==> src/rtl/game_session_ctrl_pkg.sv <==
// Shared types and constants for the 2048 session controller.
// Holds state encodings, key bit positions and board geometry.
package game_pkg;

  typedef enum logic [2:0] {
    ST_IDLE   = 3'd0,
    ST_PLAY   = 3'd1,
    ST_SETTLE = 3'd2,
    ST_CHECK  = 3'd3,
    ST_WIN    = 3'd4,
    ST_LOSE   = 3'd5
  } state_e;

  localparam int KEY_UP    = 0;
  localparam int KEY_DOWN  = 1;
  localparam int KEY_LEFT  = 2;
  localparam int KEY_RIGHT = 3;

  localparam int CELL_W  = 4;
  localparam int N_CELLS = 16;
  localparam int BOARD_W = 64;

  localparam logic MODE_EASY = 1'b0;
  localparam logic MODE_FUN  = 1'b1;

  function automatic logic is_onehot4(input logic [3:0] v);
    return (v != 4'd0) && ((v & (v - 4'd1)) == 4'd0);
  endfunction

endpackage

==> src/rtl/game_session_ctrl_board_eval.sv <==
// Combinational board classifier: winning cell present, board full,
// and whether any horizontal or vertical neighbour pair can merge.
module board_eval
  import game_pkg::*;
(
  input  logic [BOARD_W-1:0] board,
  input  logic [CELL_W-1:0]  win_exp,
  output logic               has_win,
  output logic               is_full,
  output logic               can_merge
);

  logic [CELL_W-1:0] cells [N_CELLS];

  always_comb begin
    for (int i = 0; i < N_CELLS; i++) cells[i] = board[i*CELL_W +: CELL_W];
  end

  always_comb begin
    has_win   = 1'b0;
    is_full   = 1'b1;
    can_merge = 1'b0;
    for (int i = 0; i < N_CELLS; i++) begin
      if (cells[i] == win_exp) has_win = 1'b1;
      if (cells[i] == '0)      is_full = 1'b0;
    end
    // row r, column c -> index 4r+c; compare c with c+1
    for (int r = 0; r < 4; r++) begin
      for (int c = 0; c < 3; c++) begin
        if (cells[4*r+c] == cells[4*r+c+1]) can_merge = 1'b1;
      end
    end
    for (int i = 0; i < N_CELLS - 4; i++) begin
      if (cells[i] == cells[i+4]) can_merge = 1'b1;
    end
  end

endmodule

==> src/rtl/game_session_ctrl.sv <==
// Session controller between keypad/switches and the easy/fun engines:
// latches mode, gates move pulses, waits for the board to settle, judges it.
module game_session_ctrl
  import game_pkg::*;
#(
  parameter int          SETTLE_CYCLES = 8,
  parameter logic [3:0]  WIN_EXP       = 4'd11
) (
  input  logic                clk,
  input  logic                rst,
  input  logic                start,
  input  logic [3:0]          mode_sel,
  input  logic [3:0]          key_in,
  input  logic [BOARD_W-1:0]  num_a,
  input  logic [BOARD_W-1:0]  num_b,
  input  logic [15:0]         judge_a,
  input  logic [15:0]         judge_b,
  output logic [3:0]          key_a,
  output logic [3:0]          key_b,
  output logic [BOARD_W-1:0]  num_out,
  output logic [15:0]         judge_out,
  output logic [2:0]          state,
  output logic [15:0]         move_cnt,
  output logic                win,
  output logic                lose
);

  localparam logic [7:0] SETTLE_LD = 8'(SETTLE_CYCLES);

  state_e               state_q;
  logic                 sel_q;
  logic [3:0]           prev_key_q;
  logic                 prev_start_q;
  logic [7:0]           cnt_q;
  logic [BOARD_W-1:0]   snap_q;
  logic [15:0]          move_cnt_q;
  logic [3:0]           key_a_q, key_b_q;
  logic [BOARD_W-1:0]   num_q;
  logic [15:0]          judge_q;
  logic                 win_q, lose_q;

  logic [3:0]           key_rise_d;
  logic                 key_ev_d, start_rise_d, sel_mode_d;
  logic [BOARD_W-1:0]   board_sel;
  logic                 has_win, is_full, can_merge;
  logic                 unused_mode;

  assign unused_mode  = ^mode_sel[3:2];
  assign key_rise_d   = key_in & ~prev_key_q;
  assign key_ev_d     = is_onehot4(key_rise_d);
  assign start_rise_d = start & ~prev_start_q;
  // easy takes precedence when both mode bits are set
  assign sel_mode_d   = (mode_sel[1:0] == 2'b10) ? MODE_FUN : MODE_EASY;
  assign board_sel    = sel_q ? num_b : num_a;

  board_eval u_eval (
    .board     (board_sel),
    .win_exp   (WIN_EXP),
    .has_win   (has_win),
    .is_full   (is_full),
    .can_merge (can_merge)
  );

  always_ff @(posedge clk or posedge rst) begin
    if (rst) begin
      state_q      <= ST_IDLE;
      sel_q        <= MODE_EASY;
      prev_key_q   <= '0;
      prev_start_q <= 1'b0;
      cnt_q        <= '0;
      snap_q       <= '0;
      move_cnt_q   <= '0;
      key_a_q      <= '0;
      key_b_q      <= '0;
      num_q        <= '0;
      judge_q      <= '0;
      win_q        <= 1'b0;
      lose_q       <= 1'b0;
    end else begin
      prev_key_q   <= key_in;
      prev_start_q <= start;
      num_q        <= board_sel;
      judge_q      <= sel_q ? judge_b : judge_a;
      key_a_q      <= '0;
      key_b_q      <= '0;
      if (start_rise_d) begin
        sel_q      <= sel_mode_d;
        move_cnt_q <= '0;
        cnt_q      <= '0;
        win_q      <= 1'b0;
        lose_q     <= 1'b0;
        state_q    <= ST_PLAY;
      end else begin
        case (state_q)
          ST_PLAY: begin
            if (key_ev_d) begin
              if (sel_q == MODE_FUN) key_b_q <= key_rise_d;
              else                   key_a_q <= key_rise_d;
              snap_q  <= board_sel;
              cnt_q   <= SETTLE_LD;
              state_q <= ST_SETTLE;
            end
          end
          // counts SETTLE_LD..0 then one more cycle: CHECK lands SETTLE_CYCLES+1 after the pulse
          ST_SETTLE: begin
            if (cnt_q == 8'd0) state_q <= ST_CHECK;
            else               cnt_q   <= cnt_q - 8'd1;
          end
          ST_CHECK: begin
            if (board_sel != snap_q && move_cnt_q != 16'hFFFF)
              move_cnt_q <= move_cnt_q + 16'd1;
            if (has_win) begin
              win_q   <= 1'b1;
              state_q <= ST_WIN;
            end else if (is_full && !can_merge) begin
              lose_q  <= 1'b1;
              state_q <= ST_LOSE;
            end else begin
              state_q <= ST_PLAY;
            end
          end
          default: ;
        endcase
      end
    end
  end

  assign key_a     = key_a_q;
  assign key_b     = key_b_q;
  assign num_out   = num_q;
  assign judge_out = judge_q;
  assign state     = state_q;
  assign move_cnt  = move_cnt_q;
  assign win       = win_q;
  assign lose      = lose_q;

endmodule
==> config.mk <==
export PLATFORM = sky130hd
export DESIGN_NAME = game_session_ctrl
export DESIGN_NICKNAME = d
export VERILOG_FILES = /design/src/rtl/game_session_ctrl_pkg.sv /design/src/rtl/game_session_ctrl_board_eval.sv /design/src/rtl/game_session_ctrl.sv
export SDC_FILE = /design/constraint.sdc
export NUM_CORES = 1
export LEC_CHECK = 0
export BUFFER_PORTS_ARGS = -buffer_cell sky130_fd_sc_hd__buf_2
export CORE_MARGIN = 3
export CORE_UTILIZATION = 54
export CTS_CLUSTER_SIZE = 28
export DETAILED_ROUTE_END_ITERATION = 16
export GPL_ROUTABILITY_DRIVEN = 0
export PLACE_DENSITY = 0.81
export SLEW_MARGIN = 25
export SYNTH_ARGS = -nofsm -noshare
export SYNTH_HDL_FRONTEND = slang
export SYNTH_SLANG_ARGS = --single-unit
==> constraint.sdc <==
create_clock -name clk -period 6.8 [get_ports clk]
set_input_delay 1.02 -clock clk [delete_from_list [all_inputs] [get_ports clk]]
set_output_delay 1.02 -clock clk [all_outputs]
set_load 0.01 [all_outputs]
==> impl_metrics.json, run 1 <==
{
  "status": "completed",
  "vias": 9451,
  "synthFlopType": "dfrtp_1",
  "worst-path-buf-inv": 2,
  "finalCritPeriodShare": 0.623,
  "ys_warn_count": 0,
  "rows": 50,
  "grt_max_degree": 128,
  "hpwlAfterDp_um": 25300,
  "yosysTopAreaCellShare": 0.448,
  "worstHoldStart": "win",
  "layout-drive-gt1-share": 0.270,
  "htreeDepth": 4,
  "drc": 0,
  "syn2layout_area_growth_pct": 21.8,
  "routedWlPerCell_um": 21.0,
  "dr.pass1.iters": 5,
  "clock_skew_ns": 0.0105,
  "crit_path_start_kind": "flop",
  "ctsHoldBuffers": 0,
  "synth_commonest_cells": "dfrtp_1, xnor2_1, a21oi_1",
  "cp_num_cells": 9,
  "syn_area_per_cell_um2": 9.84,
  "core-area_um2": 18900,
  "synth_area_leaders": "dfrtp_1, xnor2_1, xor2_1",
  "via_per_inst": 5.88,
  "yosysTopAreaCell": "dfrtp_1",
  "fp.dieArea_um2": 21100,
  "clockBufferDepth": 2,
  "cts_tree": "built",
  "overflow": 0,
  "clk_latency_ns": 0.44,
  "relSlewSlack": 0.408,
  "clk_pin_slew_ns": 0.08,
  "finalHoldViolations": 0,
  "cts_made_buffers": 17,
  "crit_path_end_kind": "flop",
  "synth_seq_cells": 187,
  "grt_pass1_vias": 9268,
  "slew_violations": 0,
  "final_core_util": 0.674,
  "fin_total_pwr_w": 0.00385,
  "holdCritPathClass": "flop to flop",
  "holdPathStages": 2,
  "holdWs_ns": 0.522,
  "start_util": 0.553,
  "tightest_slew_ns": 0.888,
  "cp.required_ns": 7.16,
  "wirelength_um": 33700,
  "clock-sinks": 187,
  "fillers": 1486,
  "peakVddDrop_uv": 185,
  "ctsRootBufferMaster": "clkbuf_16",
  "max_stage_delay_ns": 0.94,
  "cts_resized": 0,
  "hold_end": "win",
  "yosysMostFrequentCell": "dfrtp_1",
  "synth_nets": 1237,
  "p_per_area_nw_per_um2": 303,
  "yosysSeqAreaShare": 0.448,
  "cts_setup_buffers": 0,
  "fmaxAchievable_ghz": 0.236,
  "dr.first_iter.drc_count": 913,
  "fp.dieW_um": 145,
  "crit_family": "simple AND/OR/NAND/NOR gates",
  "rsz0062_at_grt": "no",
  "die_y_um": 145,
  "path_cells": "buf_4 > mux2i_1 > xnor2_1 > nor4_1 > nand4_1 > nor4_4 > buf_6 > o21ai_0 > a21oi_1",
  "crit_type": "flop to flop",
  "synth_area_um2": 10500,
  "antenna_found_initial": 5,
  "antenna_left": 0,
  "grt_pass1_wl_um": 52800,
  "cp_slowest_cell": "dfrtp_4",
  "crit-reg2reg-launch": "sel_q",
  "tns_ns": 0,
  "ys_types": 51,
  "ff2ff_path_depth": 9,
  "ys_async_sr_fraction": 1.00,
  "synth_edf_count": 0,
  "nets": 1501,
  "r2r_end": "move_cnt[12]",
  "reg2reg_slack_ns": 2.57,
  "drv_cap": 0,
  "worstPathArrival_ns": 4.60,
  "io_buffer_count": 277,
  "fin_crit_ns": 4.23,
  "track_usage": 0.318,
  "io_pins": 280,
  "cp_max_fo": 55,
  "synthCells": 1063,
  "p_leak_nw": 5.69,
  "setup_viol": 0
}
==> worst reg2reg max path, cell delays in order (launching register included) <==
cell and delay (ns):
dfrtp_4 0.94, buf_4 0.57, mux2i_1 0.78, xnor2_1 0.12, nor4_1 0.31, nand4_1 0.22, nor4_4 0.68, buf_6 0.27
o21ai_0 0.11, a21oi_1 0.15
==> area by class of cell <==
type | instances | area (um2) | share of cell area
antenna | 7 | 17.5 | 0.00138
clock buffer | 18 | 439 | 0.0345
clock inverter | 14 | 149 | 0.0117
inverter | 69 | 267 | 0.0209
multi-input combinational | 753 | 5280 | 0.415
sequential | 187 | 4680 | 0.368
tap | 260 | 325 | 0.0255
timing repair buffer | 299 | 1570 | 0.123
==> through the flow <==
step | std cells | cell area [um2] | worst slack [ns]
2_1_floorplan | 1063 | 10500 | 0.695
3_3_place_gp | 1567 | 12100 | 2.49
3_5_place_dp | 1568 | 12100 | 2.66
4_1_cts | 1600 | 12700 | 2.64
5_1_grt | 1601 | 12700 | 2.31
6_report | 1607 | 12700 | 2.57
==> registers in the layout, indices dropped and copies added (netlist names) <==
register	cells
cnt_q	8
judge_out	16
key_a	4
key_b	4
lose	1
move_cnt	16
num_out	64
prev_key_q	4
prev_start_q	1
sel_q	1
snap_q	64
state	3
win	1
==> how the worst max path moves through the flow <==
stage          start      endpoint  slack [ns]
2_1_floorplan    rst      cnt_q[0]        0.69
3_3_place_gp   sel_q   move_cnt[6]        2.49
3_5_place_dp   sel_q  move_cnt[12]        2.66
4_1_cts        sel_q  move_cnt[12]        2.64
5_1_grt        sel_q  move_cnt[11]        2.31
6_report       sel_q  move_cnt[12]        2.57
==> per-layer routing <==
layer	wire (um)	track usage	vias up
met1	12700	0.401	4520
met2	15600	0.508	538
met4	1840	0.161	6
met5	42	0	-
li1	-	-	4239
met3	3520	0.0843	148
==> layout by cell type, fill, tap and decap left out, types with 4 or more instances in the layout <==
cell type  count
a2111oi_0      4
a21oi_1       93
a31oi_1        5
and3_1         4
buf_2        277
buf_4         19
clkbuf_16     17
dfrtp_1      186
diode_2        7
inv_1         68
inv_6          5
inv_8          5
mux2_2        16
mux2i_1       58
mux2i_2        6
nand2_1       25
nand2b_1       6
nand3_1       20
nand4_1       21
nor2_1        90
nor2b_1        4
nor3_1        19
nor4_1        65
o211ai_1       5
o21ai_0       18
o31ai_1        4
o41ai_1        9
or3_1         19
or4_1          8
xnor2_1      135
xor2_1        85
==> power breakdown <==
group          switching (W)  internal, W  leakage [nW]
Combinational       0.000718     0.000545          3.18
Sequential          0.000199      0.00138          2.21
Clock               0.000477     0.000531         0.290
==> logic make-up after synthesis <==
kind of cell,share of synthesized area
AND/OR/NAND/NOR,0.148
XOR/XNOR,0.184
flip-flops,0.448
AO/OA/AOI/OAI,0.0868
buffers and inverters,0.0488
multiplexers,0.0807
adder cells (fa/ha/maj),0.00359
(Power assumes the default switching activity.)
==> inputs of run 2 (changes only) <==
Settings changed: ABC_AREA set to 1, CORE_UTILIZATION 54 to 55.
Clock period 6.8 ns to 4 ns, I/O delays scaled along.
==> run 2 against run 1 <==
Setup slack got worse by 1.8 ns. First-iteration DRC count increased by 19%. Sequential share of layout area decreased by 2.5 points. Highest routed layer is now met4. Clock-buffer cell count increased by 3. Largest cell class unchanged. Critical endpoint is now move_cnt[0]. Sequential power increased by 68%. Final area increased by 7.2%.
==> impl_metrics.json, run 2 <==
{
  "fp.dieW_um": 150,
  "crit_type": "flop to flop",
  "cts_made_buffers": 17,
  "crit_path_start_kind": "flop",
  "die_y_um": 150,
  "holdCritPathClass": "primary input to async pin",
  "yosysSeqAreaShare": 0.412,
  "max_stage_delay_ns": 0.65,
  "overflow": 0,
  "synthFlopType": "dfrtp_1",
  "drv_cap": 0,
  "p_int_w": 0.00427,
  "antenna_left": 0,
  "fin_total_pwr_w": 0.00707,
  "cp_slowest_cell": "dfrtp_4",
  "clockBufferDepth": 2,
  "dr.pass1.iters": 5,
  "fmaxAchievable_ghz": 0.307,
  "synth_area_leaders": "dfrtp_1, nand2_1, inv_1",
  "clk_latency_ns": 0.44,
  "yosysMostFrequentCell": "nand2_1",
  "fp.dieArea_um2": 22400,
  "dr.first_iter.drc_count": 1087,
  "antenna_found_initial": 3,
  "wirelength_um": 34900,
  "tns_ns": 0,
  "synth_commonest_cells": "nand2_1, inv_1, dfrtp_1",
  "finalCritPeriodShare": 0.816,
  "synth_seq_cells": 187,
  "yosysTopAreaCellShare": 0.412,
  "crit_top_cell": "nand2_1",
  "final_cell_mix": "nand2_1, buf_2, inv_1",
  "grt_pass1_wl_um": 56400,
  "top_layer": "met4",
  "p_seq_frac": 0.376,
  "place_ws_ns": 0.841,
  "status": "completed",
  "syn_area_per_cell_um2": 6.44,
  "p_leak_nw": 8.18,
  "synth_edf_count": 0,
  "via_per_inst": 5.22,
  "dp.cells": 2277,
  "crit_path_end_kind": "flop",
  "vias": 12100,
  "yosysTopAreaCell": "dfrtp_1",
  "grt_max_degree": 69,
  "pwr-share-comb": 0.373,
  "cts_tree": "built",
  "rsz0062_at_grt": "no",
  "fillers": 1734,
  "peakVddDrop_uv": 283,
  "ctsHoldBuffers": 0,
  "cts_setup_buffers": 0,
  "worst-path-buf-inv": 2,
  "setup_viol": 0,
  "ys_types": 33,
  "wl_met2_um": 16500,
  "core-area_um2": 19900,
  "cp.required_ns": 4.37,
  "setup_slack_ns": 0.738,
  "clock_skew_ns": 0.0154,
  "htreeDepth": 4,
  "rows": 51,
  "relSlewSlack": 0.482,
  "grt_pass1_vias": 11400,
  "start_util": 0.571,
  "synth_nets": 1938,
  "worstPathArrival_ns": 3.63,
  "synthCells": 1764,
  "ctsRootBufferMaster": "clkbuf_16",
  "cts_resized": 0,
  "io_pins": 280,
  "met3_length_um": 3360,
  "nets": 2205,
  "layout-drive-gt1-share": 0.177,
  "swShare": 0.397,
  "layout_commonest_cell": "nand2_1",
  "drc": 0,
  "path_cells": "inv_4 > buf_12 > nand2_1 > nand2_1 > xor2_1 > nor2_1 > nand2_1 > nor2_1 > nand2_1 > nor2_2 > nand2_2 > nand2_4 > nand3_1 > nand2_1",
  "wl_met1_um": 13900,
  "cp_max_fo": 58,
  "ys_async_sr_fraction": 1.00,
  "p_per_area_nw_per_um2": 518,
  "track_usage": 0.316,
  "finalNonFillerCells": 2310,
  "ys_warn_count": 0,
  "clk_pin_slew_ns": 0.07,
  "synth_area_um2": 11400,
  "routedWlPerCell_um": 15.1,
  "finalHoldViolations": 0,
  "clock-sinks": 187,
  "hpwlAfterDp_um": 25500,
  "switching_power_w": 0.00280,
  "tightest_slew_ns": 0.769,
  "slew_violations": 0,
  "io_buffer_count": 277,
  "crit_family": "simple AND/OR/NAND/NOR gates",
  "final_core_util": 0.686,
  "syn2layout_area_growth_pct": 20.1,
  "fin_crit_ns": 3.26,
  "power_frac_clock": 0.251
}
==> run 2: cell type report <==
cell class / count / area [um2] / share of cell area
antenna: 2 / 5.00 / 0.000367
clock buffer: 21 / 480 / 0.0352
clock inverter: 10 / 131 / 0.00962
inverter: 196 / 742 / 0.0543
multi-input combinational: 1332 / 5690 / 0.417
sequential: 187 / 4680 / 0.343
tap: 265 / 332 / 0.0243
timing repair buffer: 297 / 1590 / 0.116
==> run 2: stage by stage <==
stage	cell area, um2	hold WS, ns
finish	13700	0.286
global route	13700	0.279
floorplan	11400	0.457
detailed placement	13000	0.483
CTS	13600	0.284
global placement	13000	0.478
==> run 2: worst reg2reg max path: cells and delay by family, from the launching register on <==
family,cells,cell delay [ns]
XOR/XNOR,1,0.12
flip-flops,1,0.65
buffers and inverters,2,0.82
AND/OR/NAND/NOR,11,1.59
==> run 2: cell families (layout without fill, tap and decap cells) <==
kind of cell | count (synthesis) | after routing | synth area share
AO/OA/AOI/OAI | 96 | 96 | 0.0444
XOR/XNOR | 56 | 56 | 0.0431
adder cells (fa/ha/maj) | 3 | 3 | 0.00330
buffers and inverters | 245 | 524 | 0.0881
flip-flops | 187 | 187 | 0.412
other | 0 | 2 | 0
AND/OR/NAND/NOR | 1177 | 1177 | 0.409
==> run 2: final timing paths <==
path / startpoint / to / slack (ns) / cells after the start
worst min-delay path: rst / num_out[62] / 0.29 / 2
worst max-delay path: sel_q / move_cnt[0] / 0.74 / 14
worst max register to register: sel_q / move_cnt[0] / 0.74 / 14
max in group asynchronous: rst / move_cnt[0] / 2.90 / 3
min in group clk: start / prev_start_q / 0.29 / 1
worst min register to register: lose / lose / 0.50 / 2
==> run 2: metal layers <==
metal | track usage | vias up
li1 | - | 5852
met1 | 0.409 | 5499
met2 | 0.526 | 590
met3 | 0.0588 | 111
met4 | 0.127 | 0
met5 | 0 | -
==> run 2: power groups by stage <==
| stage | Combinational (W) | Clock, W | Sequential (W) |
|---|---|---|---|
| after floorplan | 0.00178 | 0 | 0.00269 |
| after detailed placement | 0.00257 | 0 | 0.00268 |
| after global placement | 0.00249 | 0 | 0.00266 |
| after global routing | 0.00300 | 0.00186 | 0.00271 |
| after CTS | 0.00261 | 0.00178 | 0.00265 |
| final | 0.00264 | 0.00177 | 0.00266 |
==> inputs of run 3 (changes only) <==
Settings changed: ABC_AREA 1 to 0, CORE_UTILIZATION 55 to 54.
Clock period 4 ns to 3.3 ns, I/O delays scaled along.
==> run 3 against run 2 <==
Global-route usage is 1.6 points higher. Setup slack lost 0.69 ns. Clock power up 16%. Largest cell class unchanged. Maximum frequency increased by 0.21%.
==> impl_metrics.json, run 3 (same netlist as run 1, synthesis figures left out) <==
{
  "finalHoldViolations": 0,
  "via_per_inst": 5.94,
  "p_leak_nw": 5.88,
  "ctsRootBufferMaster": "clkbuf_16",
  "pwr-share-comb": 0.344,
  "final_cell_mix": "buf_2, dfrtp_1, xnor2_1",
  "crit_path_start_kind": "flop",
  "drc": 0,
  "power_frac_clock": 0.254,
  "die_y_um": 145,
  "wirelength_um": 35400,
  "fp.dieW_um": 145,
  "clock_skew_ns": 0.0125,
  "relSlewSlack": 0.427,
  "layout_commonest_cell": "buf_2",
  "io_pins": 280,
  "clk_pin_slew_ns": 0.07,
  "tightest_slew_ns": 0.844,
  "clock-sinks": 187,
  "postLayoutCellArea_um2": 13100,
  "htreeDepth": 4,
  "tns_ns": 0,
  "hpwlAfterDp_um": 26500,
  "crit_type": "flop to flop",
  "finalCritPeriodShare": 0.987,
  "syn2layout_area_growth_pct": 25.1,
  "ctsHoldBuffers": 0,
  "status": "completed",
  "cp.required_ns": 3.67,
  "cts_made_buffers": 17,
  "holdCritPathClass": "primary input to flop",
  "cp_max_fo": 13,
  "dpl_cell_area_um2": 12500,
  "dr.first_iter.drc_count": 1093,
  "slew_violations": 0,
  "track_usage": 0.332,
  "fin_crit_ns": 3.26,
  "swShare": 0.365,
  "overflow": 0,
  "crit_path_end_kind": "flop",
  "grt_pass1_wl_um": 54900,
  "switching_power_w": 0.00295,
  "vias": 9763,
  "antenna_found_initial": 3,
  "peakVddDrop_uv": 429,
  "rsz0062_at_grt": "no",
  "fmaxAchievable_ghz": 0.307,
  "cts_setup_buffers": 0,
  "clockBufferDepth": 2,
  "core-area_um2": 18900,
  "rows": 50,
  "cts_resized": 0,
  "fp.dieArea_um2": 21100,
  "dr.pass1.iters": 5,
  "grt_max_degree": 188,
  "setup_viol": 0,
  "p_per_area_nw_per_um2": 618,
  "cts_tree": "built",
  "drv_cap": 0,
  "grt_pass1_vias": 9742,
  "antenna_left": 0,
  "layout-drive-gt1-share": 0.293,
  "start_util": 0.553,
  "routedWlPerCell_um": 21.6,
  "clk_latency_ns": 0.45,
  "worstPathArrival_ns": 3.62,
  "io_buffer_count": 277,
  "nets": 1540,
  "p_seq_frac": 0.402,
  "p_int_w": 0.00513
}
[run 3: worst paths after layout]
| path | startpoint | end | slack [ns] | depth (start not counted) |
|---|---|---|---|---|
| setup reg to reg | sel_q | state[2] | 0.04 | 8 |
| hold reg to reg | win | win | 0.53 | 2 |
| hold / removal | key_in[3] | prev_key_q[3] | 0.17 | 1 |
| max in group asynchronous | rst | num_out[28] | 2.27 | 4 |
| min in group asynchronous | rst | key_b[0] | 0.18 | 3 |
| setup / recovery | sel_q | state[2] | 0.04 | 8 |
[run 3: area by class of cell]
| class | instances | area [um2] |
|---|---|---|
| diodes | 4 | 10.0 |
| clock buffers | 19 | 443 |
| clock inverters | 13 | 133 |
| fillers | 1442 | 5810 |
| inverters | 69 | 263 |
| multi-input cells | 753 | 5300 |
| flip-flops and latches | 187 | 4680 |
| well taps | 260 | 325 |
| repair buffers | 338 | 1930 |
[run 3: worst max-delay path, stage by stage (launching register included)]
cell	delay (ns)
dfrtp_4	0.65
buf_4	0.25
mux2i_1	0.58
xnor2_1	0.19
nor4_1	0.08
a2111oi_0	0.57
nand4_1	0.20
or4_4	0.49
a31oi_2	0.17
[run 3: through the flow]
| step | hold slack [ns] | power, W | cells | setup slack [ns] | util |
|---|---|---|---|---|---|
| floorplan | 0.505 | 0.00500 | 1063 | 0.399 | - |
| global placement | 0.490 | 0.00584 | 1606 | 0.207 | 0.659 |
| detailed placement | 0.504 | 0.00597 | 1606 | 0.0657 | 0.659 |
| CTS | 0.165 | 0.00804 | 1638 | 0.0195 | 0.690 |
| global route | 0.164 | 0.00850 | 1639 | 0.00654 | 0.692 |
| finish | 0.173 | 0.00809 | 1643 | 0.0444 | 0.693 |
[run 3: routing by layer]
metal | share of wire | wire, um | GRT usage
met4 | 0.051 | 1810 | 0.160
met5 | 0.00082 | 29 | 0
met2 | 0.48 | 17000 | 0.549
met3 | 0.099 | 3520 | 0.0834
met1 | 0.37 | 13100 | 0.407
[run 3: power groups by stage]
stage | Sequential (W) | Clock, W | Combinational (W)
final | 0.00325 | 0.00205 | 0.00278
after floorplan | 0.00326 | 0 | 0.00174
after global routing | 0.00330 | 0.00216 | 0.00304
after global placement | 0.00324 | 0 | 0.00261
after CTS | 0.00324 | 0.00207 | 0.00273
after detailed placement | 0.00327 | 0 | 0.00269
